--- config.mk ---
export PLATFORM = sky130hd
export DESIGN_NAME = water_pump_controller
export DESIGN_NICKNAME = d
export VERILOG_FILES = /design/src/rtl/water_level_pkg.sv /design/src/rtl/level_debouncer.sv /design/src/rtl/water_pump_controller.sv
export SDC_FILE = /design/constraint.sdc
export NUM_CORES = 1
export LEC_CHECK = 0
export ABC_CLOCK_PERIOD_IN_PS = 2200
export BUFFER_PORTS_ARGS = -buffer_cell sky130_fd_sc_hd__buf_4
export CAP_MARGIN = 20
export CORE_UTILIZATION = 35
export CTS_CLUSTER_SIZE = 24
export DETAILED_ROUTE_END_ITERATION = 6
export GPL_TIMING_DRIVEN = 0
export PLACE_DENSITY_LB_ADDON = 0.1
export SYNTH_ARGS = -nofsm -noshare
export SYNTH_HDL_FRONTEND = slang
export SYNTH_SLANG_ARGS = --single-unit
--- constraint.sdc ---
create_clock -name clk -period 2.2 [get_ports clk]
set_input_delay 0.22 -clock clk [delete_from_list [all_inputs] [get_ports clk]]
set_output_delay 0.22 -clock clk [all_outputs]
set_load 0.01 [all_outputs]
--- src/rtl/water_level_pkg.sv ---
// Shared types and constants for the water level sensing and pump control blocks.
package water_level_pkg;

  localparam int LEVEL_W = 3;
  localparam logic [LEVEL_W-1:0] LEVEL_MAX = 3'b111;

  typedef enum logic [1:0] {
    DISABLED = 2'd0,
    MONITOR  = 2'd1,
    FILL     = 2'd2,
    FAULT    = 2'd3
  } pump_state_e;

endpackage

--- src/rtl/level_debouncer.sv ---
// Accepts a new level only after it has been sampled STABLE_CYCLES times in a row.
module level_debouncer #(
  parameter int STABLE_CYCLES = 4,
  parameter int W             = 3
) (
  input  logic         clk,
  input  logic         rst,
  input  logic [W-1:0] level_in,
  output logic [W-1:0] level_stable,
  output logic         rise
);

  localparam int RUN_W = $clog2(STABLE_CYCLES + 1);
  localparam logic [RUN_W-1:0] RUN_MAX = RUN_W'(STABLE_CYCLES);

  logic [W-1:0]     in_q;
  logic [RUN_W-1:0] run;
  logic             accept;

  // rise is asserted on the very edge at which level_stable moves upward
  assign accept = (run == RUN_MAX) && (in_q != level_stable);
  assign rise   = accept && (in_q > level_stable);

  always_ff @(posedge clk or posedge rst) begin
    if (rst) begin
      in_q         <= '0;
      run          <= '0;
      level_stable <= '0;
    end else begin
      in_q <= level_in;
      if (level_in != in_q) begin
        run <= RUN_W'(1);
      end else if (run != RUN_MAX) begin
        run <= run + RUN_W'(1);
      end
      if (accept) begin
        level_stable <= in_q;
      end
    end
  end

endmodule

--- src/rtl/water_pump_controller.sv ---
// Fill-pump controller: debounced level, hysteresis between LOW/HIGH, stall fault, overflow alarm.
module water_pump_controller
  import water_level_pkg::*;
#(
  parameter int                  STABLE_CYCLES = 4,
  parameter logic [LEVEL_W-1:0]  LOW_LEVEL     = 3'd1,
  parameter logic [LEVEL_W-1:0]  HIGH_LEVEL    = 3'd6,
  parameter int                  FILL_TIMEOUT  = 1000
) (
  input  logic               clk,
  input  logic               rst,
  input  logic [LEVEL_W-1:0] level_in,
  input  logic               enable,
  input  logic               fault_clear,
  output logic               pump_on,
  output logic [LEVEL_W-1:0] level_stable,
  output logic               overflow_alarm,
  output logic               fault,
  output logic [1:0]         state
);

  localparam int TIMER_W = $clog2(FILL_TIMEOUT);
  localparam logic [TIMER_W-1:0] TIMER_LAST = TIMER_W'(FILL_TIMEOUT - 1);

  pump_state_e        state_q, state_d;
  logic [TIMER_W-1:0] stall_timer;
  logic               level_rise;

  level_debouncer #(
    .STABLE_CYCLES (STABLE_CYCLES),
    .W             (LEVEL_W)
  ) u_debouncer (
    .clk          (clk),
    .rst          (rst),
    .level_in     (level_in),
    .level_stable (level_stable),
    .rise         (level_rise)
  );

  always_ff @(posedge clk or posedge rst) begin
    if (rst) begin
      state_q <= DISABLED;
    end else begin
      state_q <= state_d;
    end
  end

  // enable has top priority in FILL, then reaching HIGH, then the stall timeout
  always_comb begin
    state_d = state_q;
    case (state_q)
      DISABLED: begin
        if (enable) state_d = MONITOR;
      end
      MONITOR: begin
        if (!enable)                       state_d = DISABLED;
        else if (level_stable <= LOW_LEVEL) state_d = FILL;
      end
      FILL: begin
        if (!enable)                         state_d = DISABLED;
        else if (level_stable >= HIGH_LEVEL) state_d = MONITOR;
        else if (stall_timer == TIMER_LAST)  state_d = FAULT;
      end
      FAULT: begin
        if (fault_clear) state_d = DISABLED;
      end
      default: state_d = DISABLED;
    endcase
  end

  // Restarted when FILL is entered and whenever the accepted level rises during FILL
  always_ff @(posedge clk or posedge rst) begin
    if (rst) begin
      stall_timer <= '0;
    end else if (state_d == FILL && (state_q != FILL || level_rise)) begin
      stall_timer <= '0;
    end else if (state_q == FILL) begin
      stall_timer <= stall_timer + TIMER_W'(1);
    end
  end

  assign pump_on        = (state_q == FILL);
  assign fault          = (state_q == FAULT);
  assign state          = state_q;
  assign overflow_alarm = (level_stable == LEVEL_MAX);

endmodule

==> flow_results.xml, run 1 <==
<?xml version="1.0" encoding="UTF-8"?>
<metrics>
  <group name="outcome">
    <metric name="status" unit="">finished, final reports clean</metric>
  </group>
  <group name="synth">
    <metric name="yosys.cell_types.count" unit="">29</metric>
    <metric name="synth.net_count" unit="">130</metric>
    <metric name="register_bit_count_reported_by_yosys" unit="">21</metric>
    <metric name="synth.yosys.seq_area_share" unit="">0.468</metric>
    <metric name="synth.yosys.warnings" unit="">0</metric>
    <metric name="syn_area_per_cell" unit="um2">9.60</metric>
    <metric name="synth_area" unit="um2">1120</metric>
    <metric name="post-synth-top-area-fraction" unit="">0.468</metric>
    <metric name="synth_area_leader_cell" unit="">sky130_fd_sc_hd__dfrtp_1</metric>
    <metric name="netlist_instances" unit="">117</metric>
    <metric name="yosys-top-cells-area" unit="">sky130_fd_sc_hd__dfrtp_1 47%, sky130_fd_sc_hd__ha_1 6.7%, sky130_fd_sc_hd__xnor2_1 5.5%, sky130_fd_sc_hd__nor2_1 4.7%, sky130_fd_sc_hd__nand3_1 3.1%</metric>
  </group>
  <group name="worst_setup_path">
    <metric name="critical_path.slowest_cell" unit="">sky130_fd_sc_hd__dfrtp_1</metric>
    <metric name="critical_path.startpoint_type" unit="">flip-flop</metric>
    <metric name="timing.setup.critical_path_class" unit="">reg2reg</metric>
    <metric name="worst-r2r-cell-count" unit="">7</metric>
    <metric name="max_stage_delay" unit="ps">490</metric>
    <metric name="list_of_cells_traversed_by_the_critical_path" unit="">inv_1 -&gt; ha_1 -&gt; a31o_1 -&gt; a21o_1 -&gt; a211oi_4 -&gt; buf_4 -&gt; a311oi_1</metric>
    <metric name="critical_path.reg2reg.endpoint" unit="">stall_timer[9]</metric>
    <metric name="critical_path.max_fanout" unit="">7</metric>
    <metric name="timing.critical_path.depth" unit="">7</metric>
    <metric name="top_delay_family_on_crit_path" unit="">compound AO/OA/AOI/OAI gates</metric>
    <metric name="buffers_plus_inverters_on_the_worst_setup_path" unit="">2</metric>
    <metric name="critPathCaptureType" unit="">flip-flop</metric>
    <metric name="worst_r2r_startpoint" unit="">u_debouncer.level_stable[2]</metric>
    <metric name="cp.required" unit="ps">2390</metric>
    <metric name="critPathArrivalTime" unit="ps">2140</metric>
    <metric name="reg2reg_setup_slack" unit="ps">250</metric>
  </group>
  <group name="global_route">
    <metric name="gr-max-usage-layer" unit="">met2</metric>
    <metric name="use_met3" unit="">0.0462</metric>
    <metric name="grt_start_max_net_pins" unit="">22</metric>
    <metric name="antenna_violations_before_repair" unit="">0</metric>
    <metric name="grt_overflow" unit="">0</metric>
    <metric name="grt_pass1_vias" unit="">828</metric>
    <metric name="met2_usage" unit="">0.236</metric>
    <metric name="grt_use_met1" unit="">0.177</metric>
    <metric name="globalRouteTotalUtil" unit="">0.141</metric>
    <metric name="global_route_wire_length_before_repair" unit="um">3630</metric>
  </group>
  <group name="job">
    <metric name="cap_violations" unit="">0</metric>
  </group>
  <group name="sta">
    <metric name="final_period_minus_worst_setup_slack" unit="ps">1950</metric>
    <metric name="fin_tns_setup" unit="ps">0</metric>
    <metric name="rsz0062_at_grt" unit="">no</metric>
    <metric name="remaining_max_slew_budget_at_the_tightest_pin" unit="">0.480</metric>
    <metric name="hold_viol" unit="">0</metric>
    <metric name="final.period_utilization" unit="">0.888</metric>
    <metric name="final-setup-viol-count" unit="">0</metric>
    <metric name="fin_worst_hold_slack" unit="ps">43.1</metric>
    <metric name="maxSlewViolCount" unit="">0</metric>
    <metric name="worst_slew_pin_slew" unit="ps">780</metric>
    <metric name="finalClockSkew" unit="ps">13.1</metric>
    <metric name="fmax" unit="MHz">512</metric>
  </group>
  <group name="floorplan">
    <metric name="rows" unit="">20</metric>
    <metric name="die_y" unit="um">58.7</metric>
    <metric name="design.die.area" unit="um2">3440</metric>
    <metric name="boundaryPins" unit="">15</metric>
    <metric name="initial_cell_density_of_the_core" unit="">0.368</metric>
    <metric name="die_width" unit="um">58.7</metric>
    <metric name="design.core.area" unit="um2">3050</metric>
  </group>
  <group name="clock_network">
    <metric name="cts_max_path_buffers" unit="">2</metric>
    <metric name="clock_insertion_delay_worst_skew" unit="ps">300</metric>
    <metric name="sinks_on_the_clock_net" unit="">21</metric>
    <metric name="clock_tree.htree_level_count" unit="">1</metric>
    <metric name="clkTransAtPathRegs" unit="ps">120</metric>
    <metric name="cts_made_buffers" unit="">3</metric>
    <metric name="cts_tree" unit="">yes</metric>
    <metric name="cts_root_buffer" unit="">sky130_fd_sc_hd__clkbuf_4</metric>
  </group>
  <group name="power_and_ir_drop">
    <metric name="sequentialPowerShare" unit="">0.464</metric>
    <metric name="power.switching" unit="uW">381</metric>
    <metric name="totalPowerFinal" unit="mW">1.06</metric>
    <metric name="vdd.ir_drop.worst" unit="V">0.000401</metric>
    <metric name="combPwrFrac" unit="">0.367</metric>
    <metric name="cell_internal_pwr" unit="uW">682</metric>
    <metric name="clock_power_share" unit="">0.169</metric>
    <metric name="swShare" unit="">0.358</metric>
    <metric name="p_leak" unit="nW">0.604</metric>
    <metric name="power_density" unit="nW/um2">802</metric>
  </group>
  <group name="place">
    <metric name="gpl.final_weighted_congestion" unit="">0.708</metric>
    <metric name="numPortBuffers" unit="">14</metric>
    <metric name="dp_hpwl" unit="um">1570</metric>
  </group>
  <group name="hold_path">
    <metric name="worstHoldPathCells" unit="">1</metric>
    <metric name="min-delay-start" unit="">level_in[2]</metric>
    <metric name="hold_path_class" unit="">in2reg</metric>
    <metric name="min_delay_worst_endpoint" unit="">u_debouncer.in_q[2]</metric>
  </group>
  <group name="route">
    <metric name="drt_drc_violations_left" unit="">0</metric>
    <metric name="drt-wirelength-per-cell" unit="um">11.3</metric>
    <metric name="routed-via-count" unit="">867</metric>
    <metric name="remaining_antenna_violation_count_after_routing" unit="">0</metric>
    <metric name="detail_route.first_pass.iterations" unit="">2</metric>
    <metric name="drt-initial-drc-count" unit="">29</metric>
    <metric name="drt_wl_total" unit="um">2050</metric>
    <metric name="viasPerCell" unit="">4.79</metric>
  </group>
  <group name="layout">
    <metric name="final_net_count" unit="">151</metric>
    <metric name="layout-area-overhead-vs-synth" unit="%">17.9</metric>
    <metric name="most_frequent_standard_cell_in_the_layout_excluding_fill_and_tap_cells" unit="">sky130_fd_sc_hd__dfrtp_1</metric>
    <metric name="number_of_diodes_added_for_antenna_fixing" unit="">0</metric>
    <metric name="final_cell_mix" unit="">21 x sky130_fd_sc_hd__dfrtp_1, 16 x sky130_fd_sc_hd__buf_4, 14 x sky130_fd_sc_hd__nor2_1</metric>
    <metric name="post_route_cells_drive_above_1_share" unit="">0.190</metric>
  </group>
</metrics>
flip-flops by register name, summed over array words and instances, names as in the netlist:
name	count
u_debouncer.level_stable	3
state	2
stall_timer	10
u_debouncer.run	3
u_debouncer.in_q	3
cells in the mapped netlist, drive strengths merged:
cell    count
o311a       1
nand2b      2
nor2       14
and2        1
nor3        7
mux2        2
xor2        1
a211oi      1
nor3b       2
a21o        1
a31oi       1
xnor2       7
nand3       7
nand4       2
a21oi       6
nand2       8
a311oi      1
and3        4
o21ai       9
nand3b      3
dfrtp      21
inv         8
a31o        2
ha          6
worst reg2reg max path, cell delays in order (launching register included):
cell	delay [ps]
sky130_fd_sc_hd__dfrtp_1	490
sky130_fd_sc_hd__inv_1	100
sky130_fd_sc_hd__ha_1	330
sky130_fd_sc_hd__a31o_1	290
sky130_fd_sc_hd__a21o_1	200
sky130_fd_sc_hd__a211oi_4	210
sky130_fd_sc_hd__buf_4	180
sky130_fd_sc_hd__a311oi_1	50
power groups by stage:
stage	logic, mW	clock network, mW	registers (mW)
final	0.390	0.180	0.494
after global routing	0.447	0.206	0.503
after CTS	0.377	0.190	0.492
after detailed placement	0.375	0	0.500
after global placement	0.372	0	0.498
after floorplan	0.253	0	0.497
layout make-up:
| cell class | instances | area, um2 |
|---|---|---|
| clock buffers | 4 | 26.3 |
| multi-input cells | 88 | 568 |
| fillers | 322 | 1730 |
| well taps | 44 | 55.1 |
| repair buffers | 16 | 120 |
| inverters | 8 | 30.0 |
| flip-flops and latches | 21 | 526 |
kinds of logic after synthesis:
group,share of synthesized area
xor+xnor,0.0624
compound gates,0.133
simple gates,0.224
mux,0.0200
fa+ha+maj,0.0668
flops,0.468
buf+inv,0.0267
stage by stage:
step | util | area, um2 | setup WS, ps | cells
CTS | 0.429 | 1310 | 47.4 | 179
detailed placement | 0.420 | 1280 | 55.0 | 175
floorplan | - | 1120 | 291 | 117
finish | 0.434 | 1330 | 246 | 181
global route | 0.434 | 1330 | 114 | 181
global placement | 0.420 | 1280 | 86.0 | 175
metal layers:
layer / vias up / share of wire
li1: 448 / -
met1: 405 / 0.48
met2: 12 / 0.48
met3: 2 / 0.028
met4: 0 / 0.0088
met5: - / 0
worst max path at each step:
| stage | start | end | slack [ps] |
|---|---|---|---|
| 3_3_place_gp | u_debouncer.level_stable[2] | stall_timer[4] | 90 |
| 5_1_grt | u_debouncer.level_stable[2] | stall_timer[9] | 110 |
| 6_report | u_debouncer.level_stable[2] | stall_timer[9] | 250 |
| 2_1_floorplan | u_debouncer.level_stable[2] | stall_timer[1] | 290 |
| 4_1_cts | u_debouncer.level_stable[2] | stall_timer[2] | 50 |
| 3_5_place_dp | u_debouncer.level_stable[2] | stall_timer[2] | 50 |
repair_timing:
| action | in CTS | in global routing |
|---|---|---|
| gates resized for setup | 0 | 0 |
| endpoints found under the setup margin | 0 | 10 |
| hold buffers | 0 | 0 |
| buffers inserted | 0 | 2 |
No activity file was read; power rests on OpenSTA's default activity.
==> run 2: changes to the inputs <==
--- a/config.mk
+++ b/config.mk
@@ -5,6 +5,7 @@
 export SDC_FILE = /design/constraint.sdc
 export NUM_CORES = 1
 export LEC_CHECK = 0
+export ABC_AREA = 1
 export ABC_CLOCK_PERIOD_IN_PS = 2200
 export BUFFER_PORTS_ARGS = -buffer_cell sky130_fd_sc_hd__buf_4
 export CAP_MARGIN = 20
==> run 2 against run 1 <==
- sequential cell count unchanged
- global-route usage increased by 0.52 points
- register-to-register slack better by 220 ps
- critical endpoint unchanged
- count of clock-buffer cells in the layout stayed put
- sequential share of layout area fell by 3.8 points
- clock skew shrank 3.2 ps
==> flow_results.xml, run 2 <==
<?xml version="1.0" encoding="UTF-8"?>
<metrics>
  <group name="outcome">
    <metric name="status" unit="">finished, final reports clean</metric>
  </group>
  <group name="layout">
    <metric name="max_ffs_per_register" unit="">10</metric>
    <metric name="num-fill-cells" unit="">364</metric>
    <metric name="number_of_diodes_added_for_antenna_fixing" unit="">0</metric>
    <metric name="layoutNonFillerInstCount" unit="">226</metric>
    <metric name="most_frequent_standard_cell_in_the_layout_excluding_fill_and_tap_cells" unit="">sky130_fd_sc_hd__nand2_1</metric>
    <metric name="post_route_cells_drive_above_1_share" unit="">0.139</metric>
    <metric name="final_net_count" unit="">194</metric>
    <metric name="layout-area-overhead-vs-synth" unit="%">14.8</metric>
    <metric name="finalCoreUtilization" unit="">0.429</metric>
    <metric name="final_cell_mix" unit="">38 x sky130_fd_sc_hd__nand2_1, 27 x sky130_fd_sc_hd__nand3_1, 24 x sky130_fd_sc_hd__inv_1</metric>
    <metric name="regMostFlops" unit="">stall_timer</metric>
  </group>
  <group name="synth">
    <metric name="synth-edff-count" unit="">0</metric>
    <metric name="synthMostInstantiatedCell" unit="">sky130_fd_sc_hd__nand2_1</metric>
    <metric name="synth_area" unit="um2">1280</metric>
    <metric name="syn_area_per_cell" unit="um2">7.88</metric>
    <metric name="post_synth_arst_share" unit="">1.00</metric>
    <metric name="register_bit_count_reported_by_yosys" unit="">21</metric>
    <metric name="yosys_most_used_dff" unit="">sky130_fd_sc_hd__dfrtp_1</metric>
    <metric name="synth_area_leader_cell" unit="">sky130_fd_sc_hd__dfrtp_1</metric>
    <metric name="synth.yosys.seq_area_share" unit="">0.412</metric>
    <metric name="netlist_instances" unit="">162</metric>
    <metric name="synth.yosys.warnings" unit="">0</metric>
    <metric name="yosys.cell_types.count" unit="">21</metric>
    <metric name="yosys-top-cells-area" unit="">sky130_fd_sc_hd__dfrtp_1 41%, sky130_fd_sc_hd__nand2_1 11%, sky130_fd_sc_hd__nand3_1 11%, sky130_fd_sc_hd__inv_1 7.1%, sky130_fd_sc_hd__ha_1 5.9%</metric>
    <metric name="post-synth-top-area-fraction" unit="">0.412</metric>
    <metric name="netlist_top_cells_count" unit="">38 x sky130_fd_sc_hd__nand2_1, 27 x sky130_fd_sc_hd__nand3_1, 24 x sky130_fd_sc_hd__inv_1</metric>
    <metric name="synth.net_count" unit="">175</metric>
  </group>
  <group name="job">
    <metric name="cap_violations" unit="">0</metric>
  </group>
  <group name="worst_setup_path">
    <metric name="reg2reg_setup_slack" unit="ps">460</metric>
    <metric name="cp.required" unit="ps">2400</metric>
    <metric name="timing.setup.critical_path_class" unit="">reg2reg</metric>
    <metric name="critPathArrivalTime" unit="ps">1940</metric>
    <metric name="critical_path.max_fanout" unit="">10</metric>
    <metric name="critical_path.startpoint_type" unit="">flip-flop</metric>
    <metric name="critPathCaptureType" unit="">flip-flop</metric>
  </group>
  <group name="route">
    <metric name="drt-wirelength-per-cell" unit="um">10.8</metric>
    <metric name="drt_wl_total" unit="um">2440</metric>
    <metric name="detail_route.first_pass.iterations" unit="">4</metric>
    <metric name="drt_drc_violations_left" unit="">0</metric>
    <metric name="remaining_antenna_violation_count_after_routing" unit="">0</metric>
    <metric name="routed-via-count" unit="">1057</metric>
    <metric name="viasPerCell" unit="">4.68</metric>
    <metric name="drt-initial-drc-count" unit="">50</metric>
  </group>
  <group name="floorplan">
    <metric name="initial_cell_density_of_the_core" unit="">0.374</metric>
    <metric name="boundaryPins" unit="">15</metric>
    <metric name="die_width" unit="um">62.4</metric>
    <metric name="design.die.area" unit="um2">3890</metric>
    <metric name="die_y" unit="um">62.4</metric>
    <metric name="rows" unit="">21</metric>
    <metric name="design.core.area" unit="um2">3420</metric>
  </group>
  <group name="power_and_ir_drop">
    <metric name="vdd.ir_drop.worst" unit="V">0.000341</metric>
    <metric name="p_leak" unit="nW">0.772</metric>
    <metric name="power_density" unit="nW/um2">838</metric>
  </group>
  <group name="sta">
    <metric name="final-setup-viol-count" unit="">0</metric>
    <metric name="final_critical_path_setup_slack" unit="ps">462</metric>
    <metric name="hold_viol" unit="">0</metric>
    <metric name="finalClockSkew" unit="ps">9.96</metric>
    <metric name="worst_slew_pin_slew" unit="ps">816</metric>
    <metric name="fin_worst_hold_slack" unit="ps">37.3</metric>
    <metric name="fmax" unit="MHz">575</metric>
    <metric name="final.period_utilization" unit="">0.790</metric>
    <metric name="maxSlewViolCount" unit="">0</metric>
    <metric name="fin_tns_setup" unit="ps">0</metric>
    <metric name="final_period_minus_worst_setup_slack" unit="ps">1740</metric>
    <metric name="rsz0062_at_grt" unit="">no</metric>
    <metric name="remaining_max_slew_budget_at_the_tightest_pin" unit="">0.455</metric>
  </group>
  <group name="place">
    <metric name="post-place-cells" unit="">222</metric>
    <metric name="numPortBuffers" unit="">14</metric>
    <metric name="dp_hpwl" unit="um">1860</metric>
    <metric name="gpl.final_weighted_congestion" unit="">0.745</metric>
    <metric name="place_worst_setup_slack" unit="ps">464</metric>
  </group>
  <group name="clock_network">
    <metric name="clock_insertion_delay_worst_skew" unit="ps">300</metric>
    <metric name="clkTransAtPathRegs" unit="ps">110</metric>
    <metric name="postCtsSetupRepairBufs" unit="">0</metric>
    <metric name="cts_root_buffer" unit="">sky130_fd_sc_hd__clkbuf_4</metric>
    <metric name="postCtsHoldBufs" unit="">0</metric>
    <metric name="sinks_on_the_clock_net" unit="">21</metric>
    <metric name="cts_tree" unit="">yes</metric>
    <metric name="cts_max_path_buffers" unit="">2</metric>
    <metric name="clock_tree.htree_level_count" unit="">1</metric>
    <metric name="cts_made_buffers" unit="">3</metric>
    <metric name="post_cts_resized" unit="">0</metric>
  </group>
  <group name="hold_path">
    <metric name="hold_path_class" unit="">in2reg</metric>
  </group>
  <group name="global_route">
    <metric name="globalRouteTotalUtil" unit="">0.146</metric>
    <metric name="antenna_violations_before_repair" unit="">0</metric>
    <metric name="grt_pass1_vias" unit="">1086</metric>
    <metric name="global_route_wire_length_before_repair" unit="um">4500</metric>
    <metric name="grt_overflow" unit="">0</metric>
    <metric name="grt_start_max_net_pins" unit="">22</metric>
  </group>
</metrics>
-- run 2: changes by cell type in the layout (fill, tap and decap cells not counted), sizes merged, moves of 3 or more --
cell	delta
inv	+17
xnor2	-3
nand3	+22
and3	-4
nor3	-6
nand2	+32
nand3b	-3
o21ai	-6
xor2	+6
-- run 2: where the power goes --
group	switching [mW]	total [mW]	internal, mW
clock	0.117	0.188	0.0706
combinational	0.316	0.512	0.196
sequential	0.0805	0.528	0.447
-- run 2: layer usage --
layer / up-vias / track usage / wire length [um]
li1: 545 / - / -
met1: 499 / 0.155 / 1080
met2: 11 / 0.283 / 1290
met3: 2 / 0.0438 / 53
met4: 0 / 0.0262 / 18
met5: - / 0 / 0
-- run 2: logic make-up after synthesis --
logic type                 count (synthesis)  synth area share
and+or+nand+nor                           88             0.335
buffers and inverters                     26            0.0765
DFF                                       21             0.412
xor gates and xnor gates                  11            0.0755
AOI/OAI and AO/OA                         10            0.0422
adders and majority gates                  6            0.0588
-- run 2: layout make-up --
cell class / instances / area [um2] / area share
plain buffers: 1 / 3.75 / 0.00256
clock buffers: 4 / 26.3 / 0.0179
inverters: 25 / 93.8 / 0.0640
multi-input cells: 115 / 653 / 0.446
flip-flops and latches: 21 / 526 / 0.359
well taps: 46 / 57.6 / 0.0393
repair buffers: 14 / 105 / 0.0717
-- run 2: path summary, 6_finish.rpt --
check	from	to	cells past startpoint
worst max-delay path	u_debouncer.level_stable[2]	stall_timer[9]	10
worst min-delay path	level_in[2]	u_debouncer.in_q[2]	1
worst max register to register	u_debouncer.level_stable[2]	stall_timer[9]	10
worst min register to register	u_debouncer.in_q[2]	u_debouncer.level_stable[2]	2
max in group asynchronous	rst	u_debouncer.run[0]	2
min in group asynchronous	rst	stall_timer[8]	2
-- run 2: stage by stage --
step | total power, mW | instance area, um2
3_3_place_gp | 1.05 | 1440
2_1_floorplan | 0.904 | 1280
6_report | 1.23 | 1470
3_5_place_dp | 1.06 | 1440
4_1_cts | 1.25 | 1470
5_1_grt | 1.34 | 1470
-- run 2: critical path, stage by stage, from the launching register on --
cell,delay [ps]
sky130_fd_sc_hd__dfrtp_1,430
sky130_fd_sc_hd__inv_1,80
sky130_fd_sc_hd__ha_1,320
sky130_fd_sc_hd__nand3_1,90
sky130_fd_sc_hd__nand2_1,90
sky130_fd_sc_hd__inv_2,100
sky130_fd_sc_hd__nand2_1,60
sky130_fd_sc_hd__nand2_1,90
sky130_fd_sc_hd__nand4_4,180
sky130_fd_sc_hd__nand3_1,140
sky130_fd_sc_hd__nand2_1,50
